--- config.mk ---
export PLATFORM = sky130hd
export DESIGN_NAME = config_read_arbiter
export DESIGN_NICKNAME = d
export VERILOG_FILES = /design/src/rtl/config_read_arbiter.sv
export SDC_FILE = /design/constraint.sdc
export NUM_CORES = 1
export LEC_CHECK = 0
export CORE_MARGIN = 4
export CORE_UTILIZATION = 30
export CTS_CLUSTER_DIAMETER = 50
export DETAILED_ROUTE_END_ITERATION = 8
export PLACE_DENSITY = 0.68
export REMOVE_ABC_BUFFERS = 1
export SLEW_MARGIN = 20
export SYNTH_ARGS = -nofsm -noshare
export SYNTH_HDL_FRONTEND = slang
export SYNTH_SLANG_ARGS = --single-unit
--- constraint.sdc ---
create_clock -name clk -period 3.1 [get_ports clk]
set_input_delay 0.62 -clock clk [delete_from_list [all_inputs] [get_ports clk]]
set_output_delay 0.62 -clock clk [all_outputs]
set_load 0.01 [all_outputs]
--- src/rtl/config_read_arbiter.sv ---
// config_read_arbiter: shares one config read slave between NUM_MASTERS
// requesters. Round-robin grant, a single outstanding transaction, and the
// response is routed back to the requester that issued it. A response timeout
// answers the requester with an error. Any late slave response that follows a
// timeout is swallowed, and no new request is forwarded until that happens.
// ADDR_BITS/DATA_BITS default to the usual 32-bit AXI-Lite config widths.
module config_read_arbiter #(
  parameter int NUM_MASTERS    = 4,
  parameter int ADDR_BITS      = 32,
  parameter int DATA_BITS      = 32,
  parameter int TIMEOUT_CYCLES = 1024,
  localparam int IW = (NUM_MASTERS > 1) ? $clog2(NUM_MASTERS) : 1
) (
  input  logic                           clk,
  input  logic                           rst,
  input  logic [NUM_MASTERS*ADDR_BITS-1:0] m_read_addr,
  input  logic [NUM_MASTERS-1:0]         m_read_valid,
  output logic [NUM_MASTERS-1:0]         m_read_ready,
  output logic [NUM_MASTERS*DATA_BITS-1:0] m_resp_data,
  output logic [NUM_MASTERS-1:0]         m_resp_error,
  output logic [NUM_MASTERS-1:0]         m_resp_valid,
  input  logic [NUM_MASTERS-1:0]         m_resp_ready,
  output logic [ADDR_BITS-1:0]           s_read_addr,
  output logic                           s_read_valid,
  input  logic                           s_read_ready,
  input  logic [DATA_BITS-1:0]           s_resp_data,
  input  logic                           s_resp_error,
  input  logic                           s_resp_valid,
  output logic                           s_resp_ready,
  output logic                           busy,
  output logic [IW-1:0]                  grant_idx
);

  // Timer is wide enough to hold TIMEOUT_CYCLES; it saturates at all-ones.
  localparam int TW = (TIMEOUT_CYCLES == 0) ? 1 : $clog2(TIMEOUT_CYCLES + 1);
  localparam logic [TW-1:0] TIMER_LAST =
    (TIMEOUT_CYCLES == 0) ? '0 : TW'(TIMEOUT_CYCLES - 1);
  localparam logic [IW-1:0] LAST_IDX = IW'(NUM_MASTERS - 1);

  localparam logic [1:0] S_IDLE = 2'd0;
  localparam logic [1:0] S_FWD  = 2'd1;
  localparam logic [1:0] S_WAIT = 2'd2;
  localparam logic [1:0] S_RET  = 2'd3;

  logic [1:0]           r_state;
  logic [IW-1:0]        r_rr_ptr;
  logic [IW-1:0]        r_grant_idx;
  logic [ADDR_BITS-1:0] r_addr;
  logic [DATA_BITS-1:0] r_data;
  logic                 r_err;
  logic                 r_drop_pending;
  logic [TW-1:0]        r_timer;

  logic                 w_found;
  logic [IW-1:0]        w_winner;
  logic [IW-1:0]        w_cand;
  logic [IW-1:0]        w_next_ptr;

  // Round-robin winner: first valid requester scanning upward from r_rr_ptr.
  always_comb begin
    // NOTE: every combinational output gets a default before any branch, so
    // no path leaves it unassigned and no latch is inferred.
    w_found  = 1'b0;
    w_winner = '0;
    w_cand   = r_rr_ptr;
    for (int k = 0; k < NUM_MASTERS; k++) begin
      if (!w_found && m_read_valid[w_cand]) begin
        w_found  = 1'b1;
        w_winner = w_cand;
      end
      w_cand = (w_cand == LAST_IDX) ? '0 : w_cand + 1'b1;
    end
  end

  assign w_next_ptr = (r_grant_idx == LAST_IDX) ? '0 : r_grant_idx + 1'b1;

  // Handshake outputs decoded from the current state.
  always_comb begin
    m_read_ready = '0;
    m_resp_valid = '0;
    m_resp_data  = '0;
    m_resp_error = '0;
    s_read_valid = 1'b0;
    s_read_addr  = '0;
    s_resp_ready = 1'b0;
    case (r_state)
      S_IDLE: if (!rst && w_found) m_read_ready[w_winner] = 1'b1;
      S_FWD: begin
        s_read_addr  = r_addr;
        s_read_valid = !r_drop_pending;
      end
      S_WAIT: s_resp_ready = 1'b1;
      S_RET: begin
        m_resp_valid[r_grant_idx] = 1'b1;
        m_resp_error[r_grant_idx] = r_err;
        m_resp_data[int'(r_grant_idx)*DATA_BITS +: DATA_BITS] = r_data;
      end
      default: ;
    endcase
    // A late response after a timeout is accepted and thrown away.
    if (r_drop_pending) s_resp_ready = 1'b1;
  end

  assign busy      = (r_state != S_IDLE) || r_drop_pending;
  assign grant_idx = r_grant_idx;

  // Transaction state machine, timeout timer and late-response drop flag.
  always_ff @(posedge clk) begin
    // NOTE: state is updated with non-blocking assignments so every register
    // samples the pre-edge values, independent of statement order.
    if (rst) begin
      r_state        <= S_IDLE;
      r_rr_ptr       <= '0;
      r_grant_idx    <= '0;
      r_addr         <= '0;
      r_data         <= '0;
      r_err          <= 1'b0;
      r_drop_pending <= 1'b0;
      r_timer        <= '0;
    end else begin
      case (r_state)
        S_IDLE: begin
          if (w_found) begin
            r_addr      <= m_read_addr[int'(w_winner)*ADDR_BITS +: ADDR_BITS];
            r_grant_idx <= w_winner;
            r_state     <= S_FWD;
          end
        end
        S_FWD: begin
          if (s_read_valid && s_read_ready) begin
            r_timer <= '0;
            r_state <= S_WAIT;
          end
        end
        S_WAIT: begin
          if (r_timer != '1) r_timer <= r_timer + 1'b1;
          if (s_resp_valid) begin
            r_data  <= s_resp_data;
            r_err   <= s_resp_error;
            r_state <= S_RET;
          end else if (TIMEOUT_CYCLES != 0 && r_timer == TIMER_LAST) begin
            r_data         <= '0;
            r_err          <= 1'b1;
            r_drop_pending <= 1'b1;
            r_state        <= S_RET;
          end
        end
        S_RET: begin
          if (m_resp_ready[r_grant_idx]) begin
            r_rr_ptr <= w_next_ptr;
            r_state  <= S_IDLE;
          end
        end
        default: r_state <= S_IDLE;
      endcase
      if (r_drop_pending && s_resp_valid && r_state != S_WAIT)
        r_drop_pending <= 1'b0;
    end
  end

endmodule

==> qor.yml <==
outcome:
  status: "completed"
timing:
  timing.hold.ws_ns: 0.466
  maxSlewViolCount: 0
  final.period_utilization: 0.973
  period_minus_slack_ns: 3.02
  slew_headroom: 0.580
  fmax_mhz: 331
  setup_viol: 0
  finClkSkew_ns: 0.00834
  hold_viol: 0
  tightest_slew_ns: 0.624
  fin_ws_ns: 0.0824
setup_path:
  worst-endpoint-arrival_ns: 2.40
  path_class: "in -> out"
  cp.required_ns: 2.48
  critPathMaxFanout: 4
  reg2reg_slack_ns: 0.26
  setup.worst_path.start_class: "input pin"
  worst_setup_path_end_kind: "output port"
  r2r-end: "r_addr[31]"
  r2r-start: "r_rr_ptr[1]"
  r2r_cells: 11
pwr:
  pwr-share-clk: 0.248
  p_comb_frac: 0.435
  vdd_ir_drop_max_mv: 0.317
  switching_share: 0.356
  seqPwrFrac: 0.318
  p_sw_w: 0.00159
  internal_power_w: 0.00288
  leakagePower_nw: 3.81
  power_density_mw_per_mm2: 453
drt:
  highest_layer: "met5"
  drt-initial-drc-count: 233
  drc_errors: 0
  wl_um: 22100
  drtPass1Iterations: 4
  vias_per_cell: 4.83
  wl_met3_um: 1640
  dr_wl_met2_um: 11200
  wl_met1_um: 8720
  num_vias: 5988
  routedWlPerCell_um: 17.8
  antenna_left: 0
synth:
  postSynthAreaPerCell_um2: 8.49
  yosysMostFrequentCell: "and2_1"
  synth_top_cell_area_share: 0.300
  seq_area_frac_synth: 0.300
  synth_edf_count: 0
  synth_area_mm2: 0.00553
  synth_common_cells: "163 x and2_1, 83 x dfxtp_1, 60 x nor2_1"
  synthArstFlopShare: 0
  ys.flop_type: "dfxtp_1"
  syn-instance-count: 652
  ys_ff_latch: 83
  synth_top_cell_by_area: "dfxtp_1"
  ys_top_cells_by_area: "dfxtp_1 30%, and2_1 18%, mux2i_1 7.1%"
  synth_warnings: 0
  synth.distinct_cells: 55
layout:
  final_area_mm2: 0.00988
  nNetsFinal: 1193
  seq_area_mm2: 0.00166
  instances_no_fill: 1240
  fill_cells: 1744
  drive_gt1_frac: 0.115
  multi_input_area_mm2: 0.00364
  area_growth_pct: 78.5
worst_hold_path:
  hold_path_depth: 2
  whs_endpoint: "r_addr[13]"
  hp-start: "r_addr[13]"
  hp-class: "reg -> reg"
cts:
  cts_tree: "built"
  clkTransAtPathRegs_ns: 0.07
  cts.sinks: 83
  cts-root-buf: "clkbuf_16"
  cts_buffer_depth: 2
  htree_num_levels: 3
  clk_latency_ns: 0.35
  cts_made_buffers: 9
  ctsHoldBuffers: 0
floorplanning:
  start_util: 0.307
  dieArea_mm2: 0.0207
  rows: 49
  die_w_um: 144
  core_mm2: 0.0180
  ios: 350
  fp.dieH_um: 144
placed_design:
  numPortBuffers: 349
  dp_hpwl_um: 17300
  place_congestion: 0.842
  post-place-ws_ns: -0.537
  place_inst: 1218
  placedInstanceArea_mm2: 0.00943
global_routing:
  antenna_found_initial: 2
  grt_max_degree: 45
  grt_usage: 0.200
  gr-total-overflow: 0
  grt_pass1_vias: 5605
  grt_pass1_wl_um: 32100
job:
  cap_violations: 0
-- metrics by stage --
step                      total power (W)  setup TNS [ns]   util
after floorplan                   0.00237          -60.01      -
after global placement            0.00330           -8.10  0.523
after detailed placement          0.00332           -9.04  0.523
after CTS                         0.00446               0  0.543
after global routing              0.00475        -0.00254  0.548
final                             0.00447               0  0.548
-- area by class of cell --
class                   count  area share
repair buffers            396       0.397
diodes                      1    0.000253
inverters                  16     0.00608
flip-flops and latches     83       0.168
clock inverters             7     0.00785
clock buffers               9      0.0228
multi-input cells         499       0.369
well taps                 229      0.0290
-- worst max-delay path by stage --
stage,from,to,slack (ns),depth (start not counted)
floorplan,r_rr_ptr[0],m_read_ready[3],-1.34,5
global placement,m_read_valid[3],m_read_ready[3],-0.51,8
detailed placement,m_read_valid[3],m_read_ready[3],-0.54,8
CTS,grant_idx[0],m_resp_data[31],0.02,6
global route,grant_idx[1],m_resp_data[95],-0.003,7
finish,m_read_valid[3],m_read_ready[3],0.08,7
-- cells by family (layout without fill, tap and decap cells) --
group                      count (synthesis)  in the layout  synth area share
adders and majority gates                 15             15            0.0339
DFF                                       83             83             0.300
other                                      0              1                 0
and+or+nand+nor                          271            271             0.278
xor gates and xnor gates                   8              8            0.0127
AOI/OAI and AO/OA                        131            131             0.172
buffers and inverters                     70            428            0.0572
muxes                                     74             74             0.146
-- power by group through the flow --
stage | combinational (W) | clock [W] | sequential (W)
after floorplan | 0.000971 | 0 | 0.00140
after global placement | 0.00187 | 0 | 0.00143
after detailed placement | 0.00188 | 0 | 0.00144
after CTS | 0.00192 | 0.00113 | 0.00142
after global routing | 0.00212 | 0.00118 | 0.00145
final | 0.00194 | 0.00111 | 0.00142
-- flip-flops by register name (all words and copies together) (netlist names) --
signal,cells
r_addr,32
r_data,32
r_timer,11
grant_idx,2
r_rr_ptr,2
r_state,2
r_drop_pending,1
r_err,1
-- routing by layer --
| layer | GRT usage | vias up |
|---|---|---|
| met5 | 0 | - |
| li1 | - | 3003 |
| met4 | 0.0614 | 2 |
| met3 | 0.0489 | 29 |
| met1 | 0.240 | 2731 |
| met2 | 0.354 | 223 |
-- cell usage in the layout, fill, tap and decap left out, types with 5 or more instances in the layout --
cell / Yosys / final
clkdlybuf4s50_1: 0 / 336
and2_1: 163 / 163
dfxtp_1: 83 / 81
nor2_1: 60 / 57
mux2i_1: 39 / 39
buf_4: 2 / 39
a22oi_1: 32 / 32
a32oi_1: 32 / 32
o21ai_1: 30 / 30
mux2_2: 24 / 24
inv_1: 16 / 14
ha_1: 15 / 13
nand2_1: 11 / 10
clkbuf_16: 0 / 10
mux2_1: 9 / 9
a21oi_1: 9 / 8
xor2_1: 8 / 8
and3_1: 7 / 6
nand4_1: 6 / 6
o21ai_0: 6 / 5
-- worst max-delay path, cell delays in order --
cell and delay [ns]:
dlygate4sd2_1 0.24, mux4_2 0.49, o21bai_4 0.22, o311a_1 0.38
nor2b_4 0.15, and3_4 0.17, buf_6 0.12
-- what timing repair did --
item | in CTS | in global routing
gates resized for setup | 29 | 22
setup buffers | 3 | 1
pin swaps | 2 | 1
cloned | 0 | 1
setup endpoints to repair | 11 | 151
Note: power is estimated with default switching activity, not from simulation.
